--- src/rtl/uart_bus_bridge.sv ---
// UART command bridge: decodes W/R byte frames into single-word bus accesses and
// returns an acknowledge byte, a NAK byte or four read-data bytes over the UART.
module uart_bus_bridge #(
    parameter int unsigned READ_LAT       = 1,
    parameter int unsigned TIMEOUT_CYCLES = 1_000_000,
    parameter logic [7:0]  ACK_BYTE       = 8'h4B,
    parameter logic [7:0]  NAK_BYTE       = 8'h15
) (
    input  logic        clk,
    input  logic        rst_n,
    input  logic [7:0]  rx_data,
    input  logic        rx_done_tick,
    output logic [7:0]  tx_din,
    output logic        tx_start,
    input  logic        tx_done_tick,
    output logic [15:0] address,
    output logic [31:0] w_data,
    output logic        we,
    input  logic [31:0] r_data,
    output logic        busy
);

    localparam logic [7:0]      CMD_WRITE = 8'h57;
    localparam logic [7:0]      CMD_READ  = 8'h52;
    localparam int unsigned     TO_W      = (TIMEOUT_CYCLES > 1) ? $clog2(TIMEOUT_CYCLES) : 1;
    localparam logic [TO_W-1:0] TO_LAST   = TO_W'(TIMEOUT_CYCLES - 1);
    localparam logic [3:0]      LAT_LAST  = 4'(READ_LAT - 1);

    typedef enum logic [2:0] {
        StIdle,
        StGetAddr,
        StGetData,
        StBusWrite,
        StBusRead,
        StTxByte,
        StTxWait
    } state_e;

    state_e          state_q, state_d;
    logic            is_write_q, is_write_d;
    logic [1:0]      byte_cnt_q, byte_cnt_d;
    logic [TO_W-1:0] to_cnt_q, to_cnt_d;
    logic [3:0]      lat_cnt_q, lat_cnt_d;
    logic [15:0]     address_q, address_d;
    logic [31:0]     w_data_q, w_data_d;
    logic [7:0]      tx_din_q, tx_din_d;
    // Read bytes not yet on tx_din; the top byte goes straight to tx_din
    logic [23:0]     rd_shift_q, rd_shift_d;
    // Bytes still to send after the one currently on tx_din
    logic [1:0]      rem_q, rem_d;

    // Next-state and datapath decode for the frame/response sequencer
    always_comb begin
        state_d    = state_q;
        is_write_d = is_write_q;
        byte_cnt_d = byte_cnt_q;
        to_cnt_d   = to_cnt_q;
        lat_cnt_d  = lat_cnt_q;
        address_d  = address_q;
        w_data_d   = w_data_q;
        tx_din_d   = tx_din_q;
        rd_shift_d = rd_shift_q;
        rem_d      = rem_q;

        case (state_q)
            StIdle: begin
                if (rx_done_tick) begin
                    if (rx_data == CMD_WRITE || rx_data == CMD_READ) begin
                        is_write_d = (rx_data == CMD_WRITE);
                        byte_cnt_d = 2'd0;
                        to_cnt_d   = '0;
                        state_d    = StGetAddr;
                    end else begin
                        tx_din_d = NAK_BYTE;
                        rem_d    = 2'd0;
                        state_d  = StTxByte;
                    end
                end
            end

            StGetAddr: begin
                if (rx_done_tick) begin
                    // A byte on the expiry cycle still counts and restarts the timer
                    address_d  = {address_q[7:0], rx_data};
                    to_cnt_d   = '0;
                    byte_cnt_d = byte_cnt_q + 2'd1;
                    if (byte_cnt_q == 2'd1) begin
                        byte_cnt_d = 2'd0;
                        lat_cnt_d  = 4'd0;
                        state_d    = is_write_q ? StGetData : StBusRead;
                    end
                end else if (to_cnt_q == TO_LAST) begin
                    state_d = StIdle;
                end else begin
                    to_cnt_d = to_cnt_q + 1'b1;
                end
            end

            StGetData: begin
                if (rx_done_tick) begin
                    w_data_d   = {w_data_q[23:0], rx_data};
                    to_cnt_d   = '0;
                    byte_cnt_d = byte_cnt_q + 2'd1;
                    if (byte_cnt_q == 2'd3) begin
                        byte_cnt_d = 2'd0;
                        state_d    = StBusWrite;
                    end
                end else if (to_cnt_q == TO_LAST) begin
                    state_d = StIdle;
                end else begin
                    to_cnt_d = to_cnt_q + 1'b1;
                end
            end

            StBusWrite: begin
                tx_din_d = ACK_BYTE;
                rem_d    = 2'd0;
                state_d  = StTxByte;
            end

            StBusRead: begin
                if (lat_cnt_q == LAT_LAST) begin
                    tx_din_d   = r_data[31:24];
                    rd_shift_d = r_data[23:0];
                    rem_d      = 2'd3;
                    state_d    = StTxByte;
                end else begin
                    lat_cnt_d = lat_cnt_q + 4'd1;
                end
            end

            StTxByte: begin
                state_d = StTxWait;
            end

            StTxWait: begin
                if (tx_done_tick) begin
                    if (rem_q != 2'd0) begin
                        tx_din_d   = rd_shift_q[23:16];
                        rd_shift_d = {rd_shift_q[15:0], 8'h00};
                        rem_d      = rem_q - 2'd1;
                        state_d    = StTxByte;
                    end else begin
                        state_d = StIdle;
                    end
                end
            end

            default: begin
                state_d = StIdle;
            end
        endcase
    end

    // State and datapath registers with synchronous active-low reset
    always_ff @(posedge clk) begin
        if (!rst_n) begin
            state_q    <= StIdle;
            is_write_q <= 1'b0;
            byte_cnt_q <= 2'd0;
            to_cnt_q   <= '0;
            lat_cnt_q  <= 4'd0;
            address_q  <= 16'h0000;
            w_data_q   <= 32'h0000_0000;
            tx_din_q   <= 8'h00;
            rd_shift_q <= 24'h00_0000;
            rem_q      <= 2'd0;
        end else begin
            state_q    <= state_d;
            is_write_q <= is_write_d;
            byte_cnt_q <= byte_cnt_d;
            to_cnt_q   <= to_cnt_d;
            lat_cnt_q  <= lat_cnt_d;
            address_q  <= address_d;
            w_data_q   <= w_data_d;
            tx_din_q   <= tx_din_d;
            rd_shift_q <= rd_shift_d;
            rem_q      <= rem_d;
        end
    end

    // Strobes decode directly from state so they can never outlive their state
    assign we       = (state_q == StBusWrite);
    assign tx_start = (state_q == StTxByte);
    assign busy     = (state_q != StIdle);
    assign address  = address_q;
    assign w_data   = w_data_q;
    assign tx_din   = tx_din_q;

endmodule

--- config.mk ---
export PLATFORM = sky130hd
export DESIGN_NAME = uart_bus_bridge
export DESIGN_NICKNAME = d
export VERILOG_FILES = /design/src/rtl/uart_bus_bridge.sv
export SDC_FILE = /design/constraint.sdc
export NUM_CORES = 1
export LEC_CHECK = 0
export BUFFER_PORTS_ARGS = -buffer_cell sky130_fd_sc_hd__buf_2
export CAP_MARGIN = 40
export CORE_MARGIN = 5
export CORE_UTILIZATION = 55
export DETAILED_ROUTE_END_ITERATION = 8
export GPL_TIMING_DRIVEN = 1
export HOLD_SLACK_MARGIN = 0.02
export PLACE_DENSITY = 0.8
export RECOVER_POWER = 25
export SYNTH_ARGS = -nofsm -noshare
export SYNTH_HDL_FRONTEND = slang
export SYNTH_SLANG_ARGS = --single-unit
--- constraint.sdc ---
create_clock -name clk -period 2.26 [get_ports clk]
set_input_delay 0.113 -clock clk [delete_from_list [all_inputs] [get_ports clk]]
set_output_delay 0.113 -clock clk [all_outputs]
set_load 0.05 [all_outputs]
# Word level (Yosys, flattened, before mapping)
# Cells that the tools add are included.
[word_totals]
register_bits = 112
inputBits = 44
elab_cells = 102
[classes]
n_addsub = 4
eq_ne = 24
n_mux = 44
n_reduce_logical = 20
[ops]
columns = ["operator", "n"]
rows = [
  ["$mux W20", 4],
  ["$mux W24", 3],
  ["$pmux W24 S2", 1],
  ["$mux W8", 5],
  ["$pmux W20 S2", 1],
  ["$mux W3", 11],
  ["$pmux W8 S4", 1],
  ["$mux W2", 11],
  ["$pmux W3 S7", 1],
  ["$add A20 B1 Y20 const B", 1],
  ["$eq A20 B20 Y1 const B", 1],
  ["$ne A2 B2 Y1 const B", 10],
  ["$eq A8 B7 Y1 const B", 2],
  ["$mux W4", 3],
  ["$reduce_and A4 Y1", 3],
  ["$reduce_and A5 Y1", 2],
  ["$eq A3 B3 Y1 const B", 3],
  ["$ne A3 B3 Y1 const B", 3],
  ["$pmux W2 S4", 1],
  ["$pmux W4 S2", 1],
  ["$reduce_bool A2 Y1", 4],
  ["$eq A3 B2 Y1 const B", 2],
  ["$pmux W2 S3", 1],
  ["$reduce_and A6 Y1", 1],
  ["other kinds (14)", 16],
]

# Longest topological paths before layout
# Gate-level depths: netlist (run 1).
[depth]
ltp_word = 5
depth_mapped = 9
depth_no_buf = 7

# Worst setup path after synthesis (run 1)
# Ideal clock, no wire load.
[synth_timing]
kind = "register -> register"
startpoint = "reg to_cnt_q[7]"
endpoint = "reg to_cnt_q[8]"
setup_time_ps = 66
arrival_ps = 1980
required_time_ps = 2194
setup_slack_ps = 214
stages_incl_launch_ff = 8
n_path_buf = 2
cell_sequence = "dfxtp_1 or4_1 or4_4 nor3_4 buf_6 buf_12 o31ai_1 a21oi_2"
[synth_via]
elab_chain_len = 4
[synth_rtl]
columns = ["item", "line", "source"]
rows = [
  ["start: declaration", "42", "logic [TO_W-1:0] to_cnt_q, to_cnt_d;"],
  ["start signal: assignment", "172", "to_cnt_q <= to_cnt_d;"],
  ["$add A20 B1 Y20", "95, 111", ""],
  ["$mux W20", "92, 108", ""],
  ["$mux W20", "100", "if (rx_done_tick) begin"],
  ["$pmux W20 S2", "65", "case (state_q)"],
]
# Parallel ways exist; a longest one is shown, timed or not. The select of a mux whose other input is x is not followed.
# A chain may end at the register's enable or synchronous reset.

# Worst setup path after layout (run 1)
[layout_timing]
startpoint = "in rx_data[3]"
endpoint = "reg to_cnt_q[15]"
[layout_via]
elab_chain_len = 4
[layout_rtl]
columns = ["item", "line", "source"]
rows = [
  ["start: declaration", "11", "input logic [7:0] rx_data,"],
  ["$eq A8 B7 Y1", "68", "if (rx_data == CMD_WRITE || rx_data == CMD_READ) begin"],
  ["$logic_or A1 B1 Y1 (*)", "68", ""],
  ["$ne A2 B2 Y1 (no source line) (*)", "-", ""],
  ["$reduce_and A4 Y1 (no source line) (*)", "-", ""],
]
# Every way passes the cells marked *; elsewhere a longest branch is shown, timed or not.

==> metrics, run 1 <==
power per cell area 966 nW/um^2; Syn Nets 679; slew at the pin closest to its max-slew limit 0.732 ns; Post-synth EDFFs 0; Cell variety after synth 58; met1 Use GR 0.296; vias in the first global route 4794; CTS Buf Count 9; power share of the combinational group 0.398; drt first-iter violations 427; syn avg cell area 8.06 um^2; Crit-path slowest cell dlygate4sd3_1; Remaining DRCs 0; die area 11200 um^2; max-cap viol count 0; leakage power total 2.30 nW; CTS tree yes; Worst Path Required 2.57 ns; Post-Synthesis Cells 628; Cell Int Power 0.00353 W; Seq. cell area 2240 um^2; M2 GR Usage 0.434; most frequent cells in the layout nand2_1 (152), dfxtp_1 (112), a21oi_1 (74); Async SR Flop Fraction 0; row cnt 35; Max VDD drop 0.000690 V; Clock Path Buffers 2; Post-synth top flop dfxtp_1; HP Class in2reg; drt pass-1 iters 5; share of layout cells above drive strength 1 0.174; starting density of the core 0.556; antenna-violating nets left 0; clk_skew 0.0200 ns; CTS HTree Levels 3; first-pass GRT wire length 22600 um; Reg power frac 0.411; routability cong. 0.909; Area after DPL 5760 um^2; IO buf count 102; n_diodes 0; antenna violations before repair 0; FILL cells 738; Vias/cell 5.80; Hold Fails Final Rpt 0; fin crit share 0.984; synthesis-to-finish area growth 22.8%; multi-input logic area 2590 um^2; Fin Setup TNS 0 ns; later-pin clock latency in the skew report 0.39 ns; DPL Wire Length 9170 um; Max stage delay on crit path 0.55 ns; crit path launch type primary input; Period minus WS final 2.22 ns; Critical Path Fanout Max 12; Core Region 9110 um^2; die width 106 um; root buffer cell clkbuf_8; Vias 5081; P_sw 0.00248 W; Synth Cell Area 5060 um^2; Layout Nets 812; critical path class in2reg; Worst-path clk slew 0.10 ns; CP arrival 2.54 ns; Yosys warning count 0; FMAX 450 MHz; GR Util met3 0.0504; endpoints failing setup 0; GR peak layer met2; Switching Fraction 0.412; Die Y 106 um; drt wl/cell 15.9 um; CP cell instances dlygate4sd3_1, buf_2, nand4bb_4, o41ai_4, nand2_4, buf_4, or4_1, a21oi_1; Top-Level Pins 103; Critical Path End Type flip-flop; Synth Register Bits 112; outcome finished clean; Max Transition Viols Final 0; pin count of the biggest net entering global routing 84; gr ovfl total 0; Slew HR 0.506; overall routing resource usage 0.243; Routed WL 13900 um; CTS Sinks 112; clock power share 0.192; commonest non-fill, non-tap cell in the layout nand2_1; Finished Cell Area 6220 um^2; sequential fraction of the synthesis area 0.443
-- logic make-up (layout without fill, tap and decap cells) --
family,count (synthesis),count (layout),synth area share
AOI/OAI and AO/OA,156,156,0.201
xor gates and xnor gates,6,6,0.0104
adders and majority gates,7,7,0.0173
buffers and inverters,53,190,0.0504
DFF,112,112,0.443
muxes,8,8,0.0158
and+or+nand+nor,286,286,0.262
-- power by group through the flow --
stage                     clock network [W]  logic (W)  registers [W]
after detailed placement                  0    0.00227        0.00250
after global placement                    0    0.00220        0.00249
final                               0.00115    0.00239        0.00247
after CTS                           0.00117    0.00233        0.00245
after floorplan                           0    0.00135        0.00277
after global routing                0.00124    0.00258        0.00250
-- layer usage --
layer | part of all wire | wire length (um)
met1 | 0.40 | 5610
met2 | 0.51 | 7030
met4 | 0.019 | 260
met3 | 0.073 | 1010
met5 | 0 | 0
-- path summary, 6_finish.rpt --
kind,from,endpoint,slack (ns),cells after the start
max,rx_data[3],to_cnt_q[15]$_SDFFE_PN0P_,0.04,8
min,r_data[23],rd_shift_q[23]$_SDFFE_PN0P_,0.02,3
max reg2reg,state_q[1]$_SDFFE_PN0P_,rd_shift_q[7]$_SDFFE_PN0P_,0.10,8
min reg2reg,address[11]$_SDFFE_PN0P_,address[11]$_SDFFE_PN0P_,0.46,2
-- worst max-delay path: cells and delay by family --
| family | cells | cell delay, ns |
|---|---|---|
| AO/OA/AOI/OAI | 2 | 0.59 |
| AND/OR/NAND/NOR | 3 | 0.94 |
| buffers and inverters | 3 | 0.90 |
-- state kept, by name, summed over array words and instances (netlist names) --
name and count:
w_data 32, rd_shift_q 24, to_cnt_q 20, address 16
tx_din 8, lat_cnt_q 4, state_q 3, byte_cnt_q 2
rem_q 2, is_write_q 1
-- final cells by class --
cell class                      count  share of cell area
Inverter                           15             0.00905
Tap cell                          111              0.0223
Clock buffer                       10              0.0221
Clock inverter                      5             0.00805
Sequential cell                   112               0.361
Timing Repair Buffer              160               0.162
Multi-Input combinational cell    463               0.416
-- synth_stat cells (4+ instances only) --
cell type | count | share of area
a21oi_1 | 74 | 0.073
mux2i_1 | 8 | 0.016
or4_2 | 5 | 0.0086
nand4_1 | 8 | 0.0099
dfxtp_1 | 112 | 0.44
a22oi_1 | 11 | 0.016
inv_1 | 13 | 0.0096
nor2_1 | 54 | 0.040
a31oi_1 | 4 | 0.0049
nand2b_1 | 8 | 0.0099
xor2_1 | 6 | 0.010
or4_1 | 6 | 0.0089
clkbuf_1 | 30 | 0.022
or3_1 | 4 | 0.0049
a211oi_1 | 4 | 0.0059
o221a_2 | 5 | 0.011
o22ai_1 | 4 | 0.0049
o31ai_1 | 11 | 0.016
nor3_1 | 5 | 0.0049
nand3_1 | 17 | 0.017
nand2_1 | 152 | 0.11
ha_1 | 7 | 0.017
a311oi_1 | 16 | 0.028
o21ai_0 | 11 | 0.011
a21oi_2 | 5 | 0.0086
and3_1 | 5 | 0.0062
-- what timing repair did --
item,CTS,global route
endpoints found under the hold margin,34,0
endpoints found under the setup margin,1,29
gates cloned,0,0
hold buffers,30,0
setup buffers,0,1
gates resized for setup,1,2
-- through the flow --
| step | hold WS, ns | utilization | power (W) | setup WS [ns] | cells |
|---|---|---|---|---|---|
| floorplan | 0.249 | - | 0.00412 | 0.214 | 628 |
| detailed placement | 0.360 | 0.632 | 0.00477 | 0.0568 | 830 |
| finish | 0.0160 | 0.683 | 0.00601 | 0.0372 | 876 |
| global route | 0.0600 | 0.683 | 0.00633 | -0.00885 | 876 |
| CTS | 0.0272 | 0.687 | 0.00596 | 0.0239 | 875 |
| global placement | 0.350 | 0.632 | 0.00468 | 0.176 | 830 |
(Power assumes the default switching activity.)
==> run 2, diff against run 1 <==
--- a/config.mk
+++ b/config.mk
@@ -10,7 +10,7 @@
 export CORE_MARGIN = 5
 export CORE_UTILIZATION = 55
 export DETAILED_ROUTE_END_ITERATION = 8
-export GPL_TIMING_DRIVEN = 1
+export GPL_TIMING_DRIVEN = 0
 export HOLD_SLACK_MARGIN = 0.02
 export PLACE_DENSITY = 0.8
 export RECOVER_POWER = 25
==> constraint.sdc (replaced) <==
create_clock -name clk -period 2.3 [get_ports clk]
set_input_delay 0.115 -clock clk [delete_from_list [all_inputs] [get_ports clk]]
set_output_delay 0.115 -clock clk [all_outputs]
set_load 0.05 [all_outputs]
==> run 2 against run 1 <==
Compared with the run above: the run now ends with setup timing left; global-route usage increased by 1.5 points; register-to-register slack got worse by 0.09 ns; final cell count increased by 1.8%; sequential cell count did not move; setup slack lost 0.040 ns; clock skew increased by 0.0054 ns; non-clock buffer count up 15; design area is 1.7% higher; sequential share of layout area decreased by 0.51 points; power decreased by 1.7%; first-iteration DRC count is 4.4% higher; wire length up 6.1%.
==> metrics, run 2 (same netlist as run 1, synthesis figures left out) <==
fin crit share 1.00; clk_skew 0.0253 ns (+0.00535 ns); Hold Fails Final Rpt 0 (unchanged); Slew HR 0.530 (+0.0239); Hold Path Depth 3 (unchanged); leakage power total 2.31 nW (+0.31%); Critical Path Fanout Max 10 (-2); gr ovfl total 0 (unchanged); overall routing resource usage 0.258 (+0.0149); antenna violations before repair 0 (unchanged); routability cong. 0.905 (-0.48%); Worst-path clk slew 0.12 ns (+0.02 ns); power per cell area 934 nW/um^2 (-3.4%); starting density of the core 0.556 (unchanged); synthesis-to-finish area growth 24.9%; first-pass GRT wire length 23900 um (+5.8%); outcome complete, but fails checks; crit path launch type primary input; DPL Wire Length 10100 um (+9.8%); Critical R2R Launch to_cnt_q[7]$_SDFFE_PN0P_; share of layout cells above drive strength 1 0.175 (+0.00156); pin count of the biggest net entering global routing 22 (-74%); die width 106 um (unchanged); Core Region 9110 um^2 (unchanged); delay-heaviest family, CP simple AND/OR/NAND/NOR gates; drt pass-1 iters 5 (unchanged); commonest non-fill, non-tap cell in the layout nand2_1; CP Buf/Inv Count 3 (unchanged); post-route worst setup slack -0.00267 ns (-0.0399 ns); row cnt 35 (unchanged); die area 11200 um^2 (unchanged); R2R depth 7 (-1); most frequent cells in the layout nand2_1 (152), dfxtp_1 (109), a21oi_1 (74); endpoints failing setup 1 (+1); Clock Path Buffers 2 (unchanged); Overall Power 0.00591 W (-1.7%); drt first-iter violations 446 (+4.4%); root buffer cell clkbuf_8; Top-Level Pins 103 (unchanged); Worst Setup SP rx_data[7]; Layout Nets 827 (+1.8%); Crit-path slowest cell dlygate4sd3_1; CTS Buf Count 9 (unchanged); r2r setup slk 0.01 ns (-0.09 ns); critical path class in2reg; slew at the pin closest to its max-slew limit 0.699 ns (-0.0324 ns); Max VDD drop 0.000706 V (+2.4%); r2r endpoint to_cnt_q[0]$_SDFFE_PN0P_; CP arrival 2.62 ns (+0.08 ns); violated checks setup timing; CP cell instances dlygate4sd3_1, buf_2, nand2b_2, o41ai_4, nand2_2, buf_6, or4_1, a21oi_1; FMAX 434 MHz; IO buf count 101 (-0.98%); final core occ 0.694 (+0.0117); Vias/cell 5.84 (+0.66%); Remaining DRCs 0 (unchanged); Worst Path Required 2.61 ns (+0.04 ns); HP Start rx_data[2]; vias in the first global route 5038 (+5.1%); CTS tree yes; CTS HTree Levels 3 (unchanged); RSZ-0062 raised after global routing true; Routed WL 14700 um (+6.1%); CTS Sinks 112 (unchanged); max-cap viol count 0 (unchanged); Period minus WS final 2.30 ns; Die Y 106 um (unchanged); Critical Path End Type flip-flop; Max stage delay on crit path 0.54 ns (about the same); drt wl/cell 16.5 um (+4.2%); HP Class in2reg; Max Transition Viols Final 0 (unchanged); Vias 5208 (+2.5%); WHS Endpoint w_data[2]$_SDFFE_PN0P_; n_diodes 0 (unchanged); Largest register FFs 32 (unchanged); antenna-violating nets left 0 (unchanged); later-pin clock latency in the skew report 0.38 ns (about the same)
==> run 2: tightest hold or removal path, cell delays in order <==
cell,delay [ns]
buf_2,0.14
nand2_1,0.07
a21oi_1,0.05
==> run 2: metal layers <==
metal	part of all wire	GRT usage
met1	0.41	0.324
met2	0.49	0.437
met3	0.072	0.0583
met4	0.027	0.0879
met5	0	0
==> run 2: report_power, final <==
part	internal (W)	total, W	switching [W]
clock network	0.000460	0.00119	0.000733
registers	0.00223	0.00242	0.000189
logic	0.000716	0.00230	0.00158
total	0.00341	0.00591	0.00250
==> run 2: how the worst max path moves through the flow <==
stage	endpoint	cells after the start
global placement	rd_shift_q[19]$_SDFFE_PN0P_	8
finish	to_cnt_q[12]$_SDFFE_PN0P_	8
global route	to_cnt_q[15]$_SDFFE_PN0P_	7
detailed placement	rd_shift_q[8]$_SDFFE_PN0P_	8
CTS	to_cnt_q[9]$_SDFFE_PN0P_	8
floorplan	to_cnt_q[8]$_SDFFE_PN0P_	7
==> run 2: per-stage QoR <==
| stage | std cells | cell area (um^2) | hold WS [ns] | setup TNS [ns] | setup WS (ns) |
|---|---|---|---|---|---|
| global placement | 840 | 5710 | 0.351 | 0 | 0.00626 |
| global route | 892 | 6320 | 0.0348 | -0.726 | -0.0756 |
| floorplan | 628 | 5060 | 0.251 | 0 | 0.254 |
| finish | 892 | 6320 | 0.0335 | -0.00267 | -0.00267 |
| detailed placement | 840 | 5710 | 0.357 | -1.93 | -0.151 |
| CTS | 885 | 6220 | 0.0214 | 0 | 0.00207 |
==> run 2: what timing repair did <==
item / 4_1_cts / 5_1_grt
endpoints found under the setup margin: 21 / 45
buffers inserted: 0 / 7
gates cloned: 0 / 1
resized for setup: 3 / 26
hold buffers: 29 / 0
pin swaps: 0 / 6
endpoints found under the hold margin: 34 / 0
==> run 2: final cells by class <==
type | instances | area, um^2
clock buffer | 10 | 138
clock inverter | 6 | 71.3
inverter | 15 | 56.3
timing repair buffer | 138 | 837
multi-input combinational | 463 | 2630
fill | 753 | 2780
sequential | 112 | 2250
buffer | 37 | 203
tap | 111 | 139
==> run 3, diff against run 2 <==
--- a/config.mk
+++ b/config.mk
@@ -5,7 +5,7 @@
 export SDC_FILE = /design/constraint.sdc
 export NUM_CORES = 1
 export LEC_CHECK = 0
-export BUFFER_PORTS_ARGS = -buffer_cell sky130_fd_sc_hd__buf_2
+export BUFFER_PORTS_ARGS = -buffer_cell sky130_fd_sc_hd__clkbuf_2
 export CAP_MARGIN = 40
 export CORE_MARGIN = 5
 export CORE_UTILIZATION = 55
==> run 3 against run 2 <==
Compared with the run above: the run now ends clean; first-iteration DRC count shrank 21%; register-to-register slack gained 0.04 ns; sequential cell count is the same; sequential share of layout area grew 0.10 points; hold slack gained 0.0048 ns; sequential power is essentially flat; combinational power is essentially flat; power grew 0.78%; critical path type is now reg2reg; largest power group unchanged.
==> metrics, run 3 (same netlist as run 1, synthesis figures left out) <==
outcome finished clean; Cell Int Power 0.00347 W (+2.0%); Critical Path End Type flip-flop; Worst Setup SP to_cnt_q[8]$_SDFFE_PN0P_; hold slack 0.0382 ns (+0.00477 ns); max-cap viol count 0 (unchanged); CTS tree yes; Vias/cell 5.79 (-0.81%); Slew HR 0.557 (+0.0266); power share of the combinational group 0.381 (-0.008); antenna-violating nets left 0 (unchanged); drt wl/cell 16.3 um (-1.7%); Reg power frac 0.407 (-0.003); P_sw 0.00248 W (-0.90%); Max Transition Viols Final 0 (unchanged); r2r endpoint to_cnt_q[0]$_SDFFE_PN0P_; Setup crit end to_cnt_q[0]$_SDFFE_PN0P_; most frequent cells in the layout nand2_1 (152), dfxtp_1 (109), a21oi_1 (74); post-route worst setup slack 0.0492 ns (+0.0519 ns); pin count of the biggest net entering global routing 21 (-4.5%); fin crit share 0.979 (-0.0225); CTS HTree Levels 3 (unchanged); die area 11200 um^2 (unchanged); later-pin clock latency in the skew report 0.39 ns (about the same); IO buf count 101 (unchanged); Clock Path Buffers 2 (unchanged); RSZ-0062 raised after global routing true; GR Util met3 0.0546 (-0.00364); clk_skew 0.0194 ns (-0.00589 ns); critical path class reg2reg; HP Class in2reg; CP arrival 2.55 ns (-0.07 ns); FMAX 444 MHz (+2.3%); R2R depth 7 (unchanged); Place WS -0.0619 ns (+0.0890 ns); CTS Buf Count 9 (unchanged); DPL Wire Length 10100 um (+0.21%); starting density of the core 0.556 (unchanged); Vias 5195 (-0.25%); Core Region 9110 um^2 (unchanged); CTS Sinks 112 (unchanged); Fin Setup TNS 0 ns (+0.00267 ns); met1 Use GR 0.313 (-0.0112); antenna violations before repair 0 (unchanged); die width 106 um (unchanged); clock power share 0.212 (+0.010); power per cell area 943 nW/um^2 (+0.96%); n_diodes 0 (unchanged); Largest register FFs 32 (unchanged); slew at the pin closest to its max-slew limit 0.660 ns (-0.0396 ns); commonest non-fill, non-tap cell in the layout nand2_1; Switching Fraction 0.416 (-0.00704); r2r setup slk 0.05 ns (+0.04 ns); Critical R2R Launch to_cnt_q[8]$_SDFFE_PN0P_; Layout Nets 832 (+0.60%); GR peak layer met2; share of layout cells above drive strength 1 0.174 (-0.00112); M2 GR Usage 0.453 (+0.0159); Routed WL 14600 um (-1.2%); gr ovfl total 0 (unchanged); first-pass GRT wire length 23900 um (about the same); root buffer cell clkbuf_8; final cell count without fillers 897 (+0.56%); leakage power total 2.32 nW (+0.47%); endpoints failing setup 0 (-1); Top-Level Pins 103 (unchanged); Hold Fails Final Rpt 0 (unchanged); vias in the first global route 5115 (+1.5%); row cnt 35 (unchanged); Critical Path Fanout Max 8 (-2); Worst-path clk slew 0.12 ns (about the same); Hold Path Depth 3 (unchanged); drt first-iter violations 353 (-21%); overall routing resource usage 0.259 (+0.000671); drt pass-1 iters 5 (unchanged); Remaining DRCs 0 (unchanged); final core occ 0.693 (-0.00124); Max VDD drop 0.000675 V (-4.5%); synthesis-to-finish area growth 24.7%; Die Y 106 um (unchanged); Period minus WS final 2.25 ns (-0.0519 ns); Placed Instances 840 (unchanged); crit path launch type flip-flop; Worst Path Required 2.60 ns (about the same); routability cong. 0.896 (-0.94%)
[run 3: cell count changes in the layout (fill, tap and decap cells not counted), sizes merged]
cell,change
inv,+1
clkinv,-2
clkbuf,+64
bufinv,+1
buf,-59
[run 3: repair_timing]
| item | in CTS | in global routing |
|---|---|---|
| endpoints found under the setup margin | 16 | 53 |
| cloned | 0 | 1 |
| gates resized for setup | 1 | 25 |
| hold buffers | 29 | 0 |
| endpoints found under the hold margin | 34 | 0 |
| pin swaps | 1 | 3 |
| setup buffers | 1 | 10 |
[run 3: per-stage QoR]
stage                     instance area (um^2)  total power, W
after floorplan                           5060         0.00405
after global placement                    5710         0.00455
after detailed placement                  5710         0.00462
after CTS                                 6220         0.00589
after global routing                      6310         0.00628
final                                     6310         0.00595
[run 3: power groups by stage]
stage                     clock network [W]  registers, W  logic, W
after floorplan                           0       0.00272   0.00133
after global placement                    0       0.00244   0.00210
after detailed placement                  0       0.00246   0.00216
after CTS                           0.00127       0.00241   0.00220
after global routing                0.00135       0.00245   0.00247
final                               0.00126       0.00242   0.00227
[run 3: layer usage]
| metal | vias to the layer above | share of wire |
|---|---|---|
| met1 | 2426 | 0.41 |
| li1 | 2523 | - |
| met3 | 39 | 0.063 |
| met5 | - | 0 |
| met4 | 0 | 0.027 |
| met2 | 207 | 0.50 |
[run 3: layout make-up]
type | instances | area, um^2
fill | 760 | 2800
multi-input combinational | 463 | 2590
sequential | 112 | 2250
timing repair buffer | 142 | 852
buffer | 38 | 208
tap | 111 | 139
clock buffer | 10 | 128
clock inverter | 6 | 85.1
inverter | 15 | 56.3
[run 3: worst max-delay path: stages, from the launching register on]
cell	delay [ns]
dfxtp_4	0.37
or4_1	0.51
or4_4	0.56
nor3_4	0.23
buf_6	0.17
buf_12	0.12
o21ai_2	0.05
a21oi_1	0.17
[run 3: worst min-delay path by stage]
stage               start                          to  slack [ns]
3_3_place_gp    r_data[1]  rd_shift_q[1]$_SDFFE_PN0P_        0.35
4_1_cts        rx_data[2]      w_data[2]$_SDFFE_PN0P_        0.02
6_report       rx_data[2]      w_data[2]$_SDFFE_PN0P_        0.04
2_1_floorplan  rx_data[0]     address[0]$_SDFFE_PN0P_        0.25
3_5_place_dp    r_data[5]  rd_shift_q[5]$_SDFFE_PN0P_        0.36
5_1_grt        rx_data[4]     address[4]$_SDFFE_PN0P_        0.03
